$ cat config.mk
export PLATFORM = sky130hd
export DESIGN_NAME = multictx_cswitch_ctrl
export DESIGN_NICKNAME = d
export VERILOG_FILES = /design/src/rtl/multictx_cswitch_ctrl.sv
export SDC_FILE = /design/constraint.sdc
export NUM_CORES = 1
export LEC_CHECK = 0
export ABC_AREA = 1
export CAP_MARGIN = 20
export CORE_MARGIN = 2
export CORE_UTILIZATION = 39
export CTS_CLUSTER_SIZE = 20
export DETAILED_ROUTE_END_ITERATION = 7
export PLACE_DENSITY = 0.67
export SYNTH_ARGS = -nofsm -noshare
export SYNTH_HDL_FRONTEND = slang
export SYNTH_SLANG_ARGS = --single-unit
$ cat constraint.sdc
create_clock -name i_clk -period 1.75 [get_ports i_clk]
set_input_delay 0.35 -clock i_clk [delete_from_list [all_inputs] [get_ports i_clk]]
set_output_delay 0.35 -clock i_clk [all_outputs]
set_load 0.005 [all_outputs]
$ cat src/rtl/multictx_cswitch_ctrl.sv
// multictx_cswitch_ctrl
//   Context-switch controller for a systolic array. Counts input pops per
//   context, raises a context-done pulse at the end of each context, queues
//   context-switch requests (automatic on context done, or forced manually),
//   and runs a propagation sequence that walks a one-hot cswitch strobe
//   across the array columns before signalling that propagation has finished.
//
// Ports
//   i_clk            clock
//   i_rstn           asynchronous active-low reset
//   i_incntlim       pops per context minus one
//   i_clear          synchronous clear, overrides every other event
//   i_pipeline_en    global pipeline advance enable
//   i_wei_pop_en     weight stream pop enable
//   i_act_pop_en     activation stream pop enable
//   i_cswitch_en     propagation advance enable
//   i_cswitch_force  manual switch request (sampled every cycle)
//   i_mode           0 = request on context done, 1 = manual only
//   o_cdone          one-cycle pulse after the last pop of a context
//   o_cswitch_done   combinational pulse on the final advancing propagation cycle
//   o_cswitch_arr    per-column cswitch strobe, at most one bit high per cycle
//   o_pend_cnt       number of queued switch requests
//   o_ctx_cnt        completed propagations, wraps modulo 2^CTX_W
//   o_overflow       sticky: a request arrived while the queue was full
//
// FSM states
//   state  | meaning
//   IDLE   | no propagation running, waiting for a queued request and adv
//   PROP   | propagation running, cscnt counts advancing cycles 0..PROP_LEN-1

module multictx_cswitch_ctrl #(
  parameter int X           = 3,
  parameter int Y           = 3,
  parameter int IDX_W       = 11,
  parameter int PE_LAT      = 5,
  parameter int EXTRA_CSREG = 0,
  parameter int PEND_W      = 2,
  parameter int CTX_W       = 4
) (
  input  logic             i_clk,
  input  logic             i_rstn,
  input  logic [IDX_W-1:0] i_incntlim,
  input  logic             i_clear,
  input  logic             i_pipeline_en,
  input  logic             i_wei_pop_en,
  input  logic             i_act_pop_en,
  input  logic             i_cswitch_en,
  input  logic             i_cswitch_force,
  input  logic             i_mode,
  output logic             o_cdone,
  output logic             o_cswitch_done,
  output logic [0:X-1]     o_cswitch_arr,
  output logic [PEND_W-1:0] o_pend_cnt,
  output logic [CTX_W-1:0] o_ctx_cnt,
  output logic             o_overflow
);

  localparam int PROP_LEN = PE_LAT + X + Y - 1;
  localparam int CS_W     = (PROP_LEN > 1) ? $clog2(PROP_LEN) : 1;
  // Downstream register stages are compensated by firing column strobes earlier.
  localparam int ARR_BASE = PE_LAT - EXTRA_CSREG;
  localparam logic [PEND_W-1:0] PEND_MAX = '1;

  typedef enum logic {
    S_IDLE = 1'b0,
    S_PROP = 1'b1
  } state_t;

  state_t            state_q, state_d;
  logic [CS_W-1:0]   cscnt_q, cscnt_d;
  logic [IDX_W-1:0]  incnt_q;
  logic              cdone_q;
  logic [PEND_W-1:0] pend_q;
  logic              ovf_q;
  logic [CTX_W-1:0]  ctx_q;
  logic [0:X-1]      arr_q, arr_d;

  logic pop, adv, at_lim, cdone_evt, req, have_work, cs_last;
  logic start, done;

  assign pop       = i_pipeline_en & i_wei_pop_en & i_act_pop_en;
  assign adv       = i_pipeline_en & i_cswitch_en;
  assign at_lim    = (incnt_q == i_incntlim);
  assign cdone_evt = pop & at_lim;
  // Force and auto request in the same cycle collapse into a single request.
  assign req       = (cdone_evt & ~i_mode) | i_cswitch_force;
  assign have_work = (pend_q != '0) | req;
  assign cs_last   = (cscnt_q == CS_W'(PROP_LEN - 1));

  always_ff @(posedge i_clk or negedge i_rstn) begin
    if (!i_rstn) begin
      state_q <= S_IDLE;
      cscnt_q <= '0;
    end else begin
      state_q <= state_d;
      cscnt_q <= cscnt_d;
    end
  end

  always_comb begin
    state_d = state_q;
    cscnt_d = cscnt_q;
    start   = 1'b0;
    done    = 1'b0;
    case (state_q)
      S_IDLE: begin
        if (adv && have_work) begin
          state_d = S_PROP;
          cscnt_d = '0;
          start   = 1'b1;
        end
      end
      S_PROP: begin
        if (adv) begin
          if (cs_last) begin
            done    = 1'b1;
            cscnt_d = '0;
            // Chain straight into the next propagation when work is queued.
            if (have_work) begin
              start = 1'b1;
            end else begin
              state_d = S_IDLE;
            end
          end else begin
            cscnt_d = cscnt_q + CS_W'(1);
          end
        end
      end
      default: begin
        state_d = S_IDLE;
        cscnt_d = '0;
      end
    endcase
    // Clear aborts everything, including a propagation about to finish.
    if (i_clear) begin
      state_d = S_IDLE;
      cscnt_d = '0;
      start   = 1'b0;
      done    = 1'b0;
    end
  end

  always_comb begin
    arr_d = '0;
    for (int i = 0; i < X; i++) begin
      arr_d[i] = (state_q == S_PROP) && adv && (cscnt_q == CS_W'(ARR_BASE + i));
    end
  end

  always_ff @(posedge i_clk or negedge i_rstn) begin
    if (!i_rstn) begin
      incnt_q <= '0;
      cdone_q <= 1'b0;
      pend_q  <= '0;
      ovf_q   <= 1'b0;
      ctx_q   <= '0;
      arr_q   <= '0;
    end else if (i_clear) begin
      incnt_q <= '0;
      cdone_q <= 1'b0;
      pend_q  <= '0;
      ovf_q   <= 1'b0;
      ctx_q   <= '0;
      arr_q   <= '0;
    end else begin
      if (pop) begin
        incnt_q <= at_lim ? '0 : incnt_q + IDX_W'(1);
      end
      cdone_q <= cdone_evt;
      // start always implies have_work, so decrementing from zero cannot occur
      // without a matching incoming request.
      case ({req, start})
        2'b10: begin
          if (pend_q == PEND_MAX) begin
            ovf_q <= 1'b1;
          end else begin
            pend_q <= pend_q + PEND_W'(1);
          end
        end
        2'b01:   pend_q <= pend_q - PEND_W'(1);
        default: pend_q <= pend_q;
      endcase
      if (done) begin
        ctx_q <= ctx_q + CTX_W'(1);
      end
      arr_q <= arr_d;
    end
  end

  assign o_cdone        = cdone_q;
  assign o_cswitch_done = done;
  assign o_cswitch_arr  = arr_q;
  assign o_pend_cnt     = pend_q;
  assign o_ctx_cnt      = ctx_q;
  assign o_overflow     = ovf_q;

endmodule
### Word-level counts from Yosys, hierarchy flattened

Index checks and enable logic that the tools add are counted.

| operators by class | value |
|---|---|
| $add $sub $neg | 5 |
| eq/ne operators | 11 |
| mux-type cells | 32 |
| bitwise logic cells | 9 |
| reductions and logical operators | 14 |

Operator list:

| operator | count |
|---|---|
| $mux W11 | 3 |
| $mux W4 | 6 |
| $mux W1 | 16 |
| $eq A4 B3 Y1 const B | 3 |
| $add A11 B1 Y11 const B | 1 |
| $eq A11 B11 Y1 | 1 |
| $reduce_bool A2 Y1 | 5 |
| $add A4 B1 Y4 const B | 2 |
| $pmux W4 S2 | 1 |
| $ne A3 B3 Y1 const B | 2 |
| $reduce_and A2 Y1 | 3 |
| $and A1 B1 Y1 | 5 |
| $logic_and A1 B1 Y1 | 5 |
| $eq A2 B2 Y1 const B | 2 |
| $eq A4 B4 Y1 const B | 1 |
| $mux W2 | 2 |
| $pmux W1 S2 | 2 |
| $pmux W2 S2 | 1 |
| $mux W3 | 1 |
| $ne A3 B2 Y1 const B | 1 |
| $reduce_bool A3 Y1 | 1 |
| $add A2 B1 Y2 const B | 1 |
| $eq A2 B1 Y1 const B | 1 |
| $not A1 Y1 | 2 |
| other kinds (2) | 3 |

| word-level totals | value |
|---|---|
| register bits | 27 |
| output and inout port bits | 12 |
| logic and storage cells | 79 |

### Logic depth before layout (Yosys ltp)

| logic depth | value |
|---|---|
| word-level depth | 14 |
| mapped depth | 14 |
| gate-level depth less buffers | 14 |

### Worst setup path after synthesis

OpenSTA, ideal clock, no wires.

| timing path | value |
|---|---|
| kind | register to output |
| start | register cscnt_q[1] |
| end | output o_cswitch_done |
| arrival time | 1.154 ns |
| required time | 1.400 ns |
| path slack | 0.246 ns |
| cell stages (with the launch flop) | 8 |
| path buffers | 0 |
| cells stage by stage | dfrtp_1 > inv_1 > nand2_1 > nor3_2 > inv_2 > nor2_1 > inv_2 > nor2_2 |

| on the way | value |
|---|---|
| cells in the longest elaborated chain, start to end | 5 |

Ends and longest elaborated chain:

| item | line | RTL |
|---|---|---|
| start, declared | 70 | `logic [CS_W-1:0] cscnt_q, cscnt_d;` |
| start signal, assigned | 96 | `cscnt_q <= cscnt_d;` |
| $eq A4 B4 Y1 | 88 | `assign cs_last = (cscnt_q == CS_W'(PROP_LEN - 1));` |
| $mux W1 | 115 | `if (cs_last) begin` |
| $mux W1 | 114 | `if (adv) begin` |
| $mux W1 | 105 | `case (state_q)` |
| $mux W1 | 135 | `if (i_clear) begin` |
| end, declared | 51 | `output logic o_cswitch_done,` |

No other way between the ends.

### Worst setup path in the final report

Ends and elaborated chain as after synthesis.

==> impl_metrics.tcl <==
set metrics [dict create \
    dpl.hpwl_mm 2.73 \
    syn_nets 233 \
    ios 32 \
    first_pass_iters 4 \
    clockBufferDepth 2 \
    leakage_nw 1.13 \
    remaining_drc_errors 0 \
    rows 23 \
    slowest_stage "dfrtp_1" \
    syn_inst 211 \
    cts_tree "yes" \
    h-tree-depth 1 \
    clkTransAtPathRegs_ns 0.09 \
    die_w_um 68.9 \
    ant_nets 0 \
    cts-root-buf "clkbuf_8" \
    cap_violations 0 \
    path_cells "inv_2 > nand2_4 > nor3_4 > inv_2 > nor2_4 > inv_2 > nor2_2 > buf_2" \
    grt_use_total 0.184 \
    finalHoldViolCount 0 \
    vias_per_cell 4.69 \
    synth_most_common_cell "nand2_1" \
    yosys_warnings 0 \
    die_y_um 68.9 \
    setup_ws_ns 0.00177 \
    antenna_found_initial 0 \
    drt-wirelength-per-cell_um 11.9 \
    port_buffers 31 \
    synthTopCellsByArea "dfrtp_1, nand2_1, inv_1" \
    crit_arrival_ns 1.40 \
    wl_mm 3.90 \
    grt_max_degree 28 \
    syn_area_um2 1640 \
    crit_top_cell "inv_2" \
    yosysSeqAreaShare 0.412 \
    ir_drop_v 0.000225 \
    fin_skew_ns 0.00178 \
    place.gp.congestion 0.852 \
    place_ws_ns -0.613 \
    synth_top_area_frac 0.412 \
    status "finished clean" \
    initial_core_util 0.407 \
    diodes 0 \
    finalPower_w 0.00128 \
    hold_class "in2async" \
    vias 1544 \
    clock-sinks 27 \
    end_kind "primary output" \
    synthTopCellsByCount "nand2_1, dfrtp_1, inv_1" \
    synth_area_per_cell_um2 7.78 \
    cp-start-kind "flip-flop" \
    core_region_area_um2 4030 \
    cp_top_family "flip-flops" \
    drt_iter0_markers 71 \
    synth-edff-count 0 \
    crit_buf_inv 4 \
    grt_pass1_vias 1462 \
    synth_top_flop_cell "dfrtp_1" \
    cts_hold_buf 0 \
    dieArea_um2 4740 \
    grt_pass1_wl_mm 6.41 \
    grt.overflow.total 0 \
    slew_viol_final 0 \
    fin_crit_sh 0.999 \
    slew_headroom 0.761 \
    setup_viol 0 \
    powerDensity_nw_per_um2 530 \
    cpPeakStageDelay_ns 0.41 \
    numCtsBuffers 3 \
    ys_ff_latch 27 \
    max_freq_mhz 572 \
    path_max_fanout 2 \
    fin_crit_ns 1.75 \
    tightestPinTransition_ns 0.359 \
    rsz0062_at_grt "true" \
    nNetsFinal 302 \
    post_route_cells_drive_above_1_share 0.301 \
    async_flop_share 1.00 \
    clock_latency_ns 0.28 \
    yosys.area.top_type "dfrtp_1" \
    area_growth_pct 47.6 \
    synth_cell_types 31 \
    critical_path_required_ns 1.40 \
    crit_type "reg2out" \
]
[sequential cells by signal, summed over array words and instances, names as in the netlist]
signal	cells
cscnt_q	4
incnt_q	11
o_cdone	1
o_cswitch_arr	3
o_ctx_cnt	4
o_overflow	1
o_pend_cnt	2
state_q	1
[per-stage QoR]
stage	hold slack, ns	setup TNS, ns	cell area [um^2]	util	instances
floorplan	0.0544	0	1640	-	211
global route	0.462	-0.186	2420	0.601	329
global placement	0.465	-3.51	2180	0.542	314
detailed placement	0.460	-3.84	2180	0.542	314
CTS	0.444	-0.148	2320	0.576	327
finish	0.437	0	2420	0.601	329
[per-layer routing]
metal / vias up / GRT usage / routed length [um]
li1: 809 / - / -
met2: 28 / 0.294 / 1860
met4: 0 / 0.0882 / 81
met1: 700 / 0.239 / 1800
met3: 7 / 0.0357 / 162
met5: - / 0 / 0
[what timing repair did]
item,CTS,global route
setup endpoints to repair,1,10
gates resized for setup,15,22
pin swaps,5,15
buffers inserted,10,6
[power by group]
part	internal (W)	total, W	switching [W]
clock	0.000164	0.000368	0.000205
combinational	0.000125	0.000267	0.000142
sequential	0.000635	0.000648	0.0000132
[cells in the final DEF (no fill, tap or decap), types with 2 or more instances in the layout]
| cell | Yosys | routed |
|---|---|---|
| clkdlybuf4s50_1 | 0 | 24 |
| nor2_4 | 0 | 3 |
| nand2_1 | 47 | 43 |
| dfrtp_1 | 27 | 27 |
| xor2_1 | 6 | 6 |
| nand3_1 | 8 | 5 |
| a21oi_1 | 8 | 7 |
| buf_4 | 0 | 34 |
| nor3_1 | 3 | 3 |
| nand3_4 | 2 | 2 |
| xnor2_1 | 5 | 5 |
| inv_1 | 27 | 25 |
| nand3_2 | 3 | 6 |
| o21ai_0 | 3 | 2 |
| a21oi_2 | 1 | 2 |
| o22ai_1 | 2 | 2 |
| nor2_1 | 25 | 20 |
| clkbuf_8 | 0 | 3 |
| nand4_1 | 5 | 5 |
| nor2_2 | 3 | 5 |
| inv_2 | 10 | 11 |
| ha_1 | 2 | 2 |
| nand2_2 | 4 | 5 |
| nand2_4 | 0 | 3 |
| o21ai_1 | 7 | 8 |
| dlymetal6s2s_1 | 0 | 5 |
[logic make-up (layout without fill, tap and decap cells)]
| logic type | Yosys count | in the layout | share of synthesized area |
|---|---|---|---|
| simple gates | 103 | 103 | 0.305 |
| buf+inv | 39 | 107 | 0.0907 |
| compound gates | 28 | 28 | 0.112 |
| flops | 27 | 27 | 0.412 |
| xor+xnor | 11 | 11 | 0.0587 |
| fa+ha+maj | 2 | 2 | 0.0152 |
| mux | 1 | 1 | 0.00686 |
[cell type report]
| type | count | area (um^2) |
|---|---|---|
| sequential | 27 | 676 |
| inverter | 37 | 141 |
| multi-input combinational | 145 | 915 |
| timing repair buffer | 66 | 583 |
| fill | 380 | 1610 |
| tap | 50 | 62.6 |
| clock buffer | 4 | 45.0 |
[worst paths after layout]
check / from / endpoint / slack [ns] / cells after the start
worst max-delay path: cscnt_q[1]$_DFFE_PN0P_ / o_cswitch_done / 0.002 / 8
worst min-delay path: i_rstn / o_pend_cnt[0]$_DFFE_PN0P_ / 0.44 / 2
worst max register to register: cscnt_q[1]$_DFFE_PN0P_ / o_pend_cnt[1]$_DFFE_PN0P_ / 0.07 / 12
worst min register to register: o_ctx_cnt[3]$_DFFE_PN0P_ / o_ctx_cnt[3]$_DFFE_PN0P_ / 0.48 / 1
max in group asynchronous: i_rstn / incnt_q[7]$_DFFE_PN0P_ / 1.05 / 2
min in group i_clk: o_ctx_cnt[3]$_DFFE_PN0P_ / o_ctx_cnt[3]$_DFFE_PN0P_ / 0.48 / 1
No activity file was read; power rests on OpenSTA's default activity.
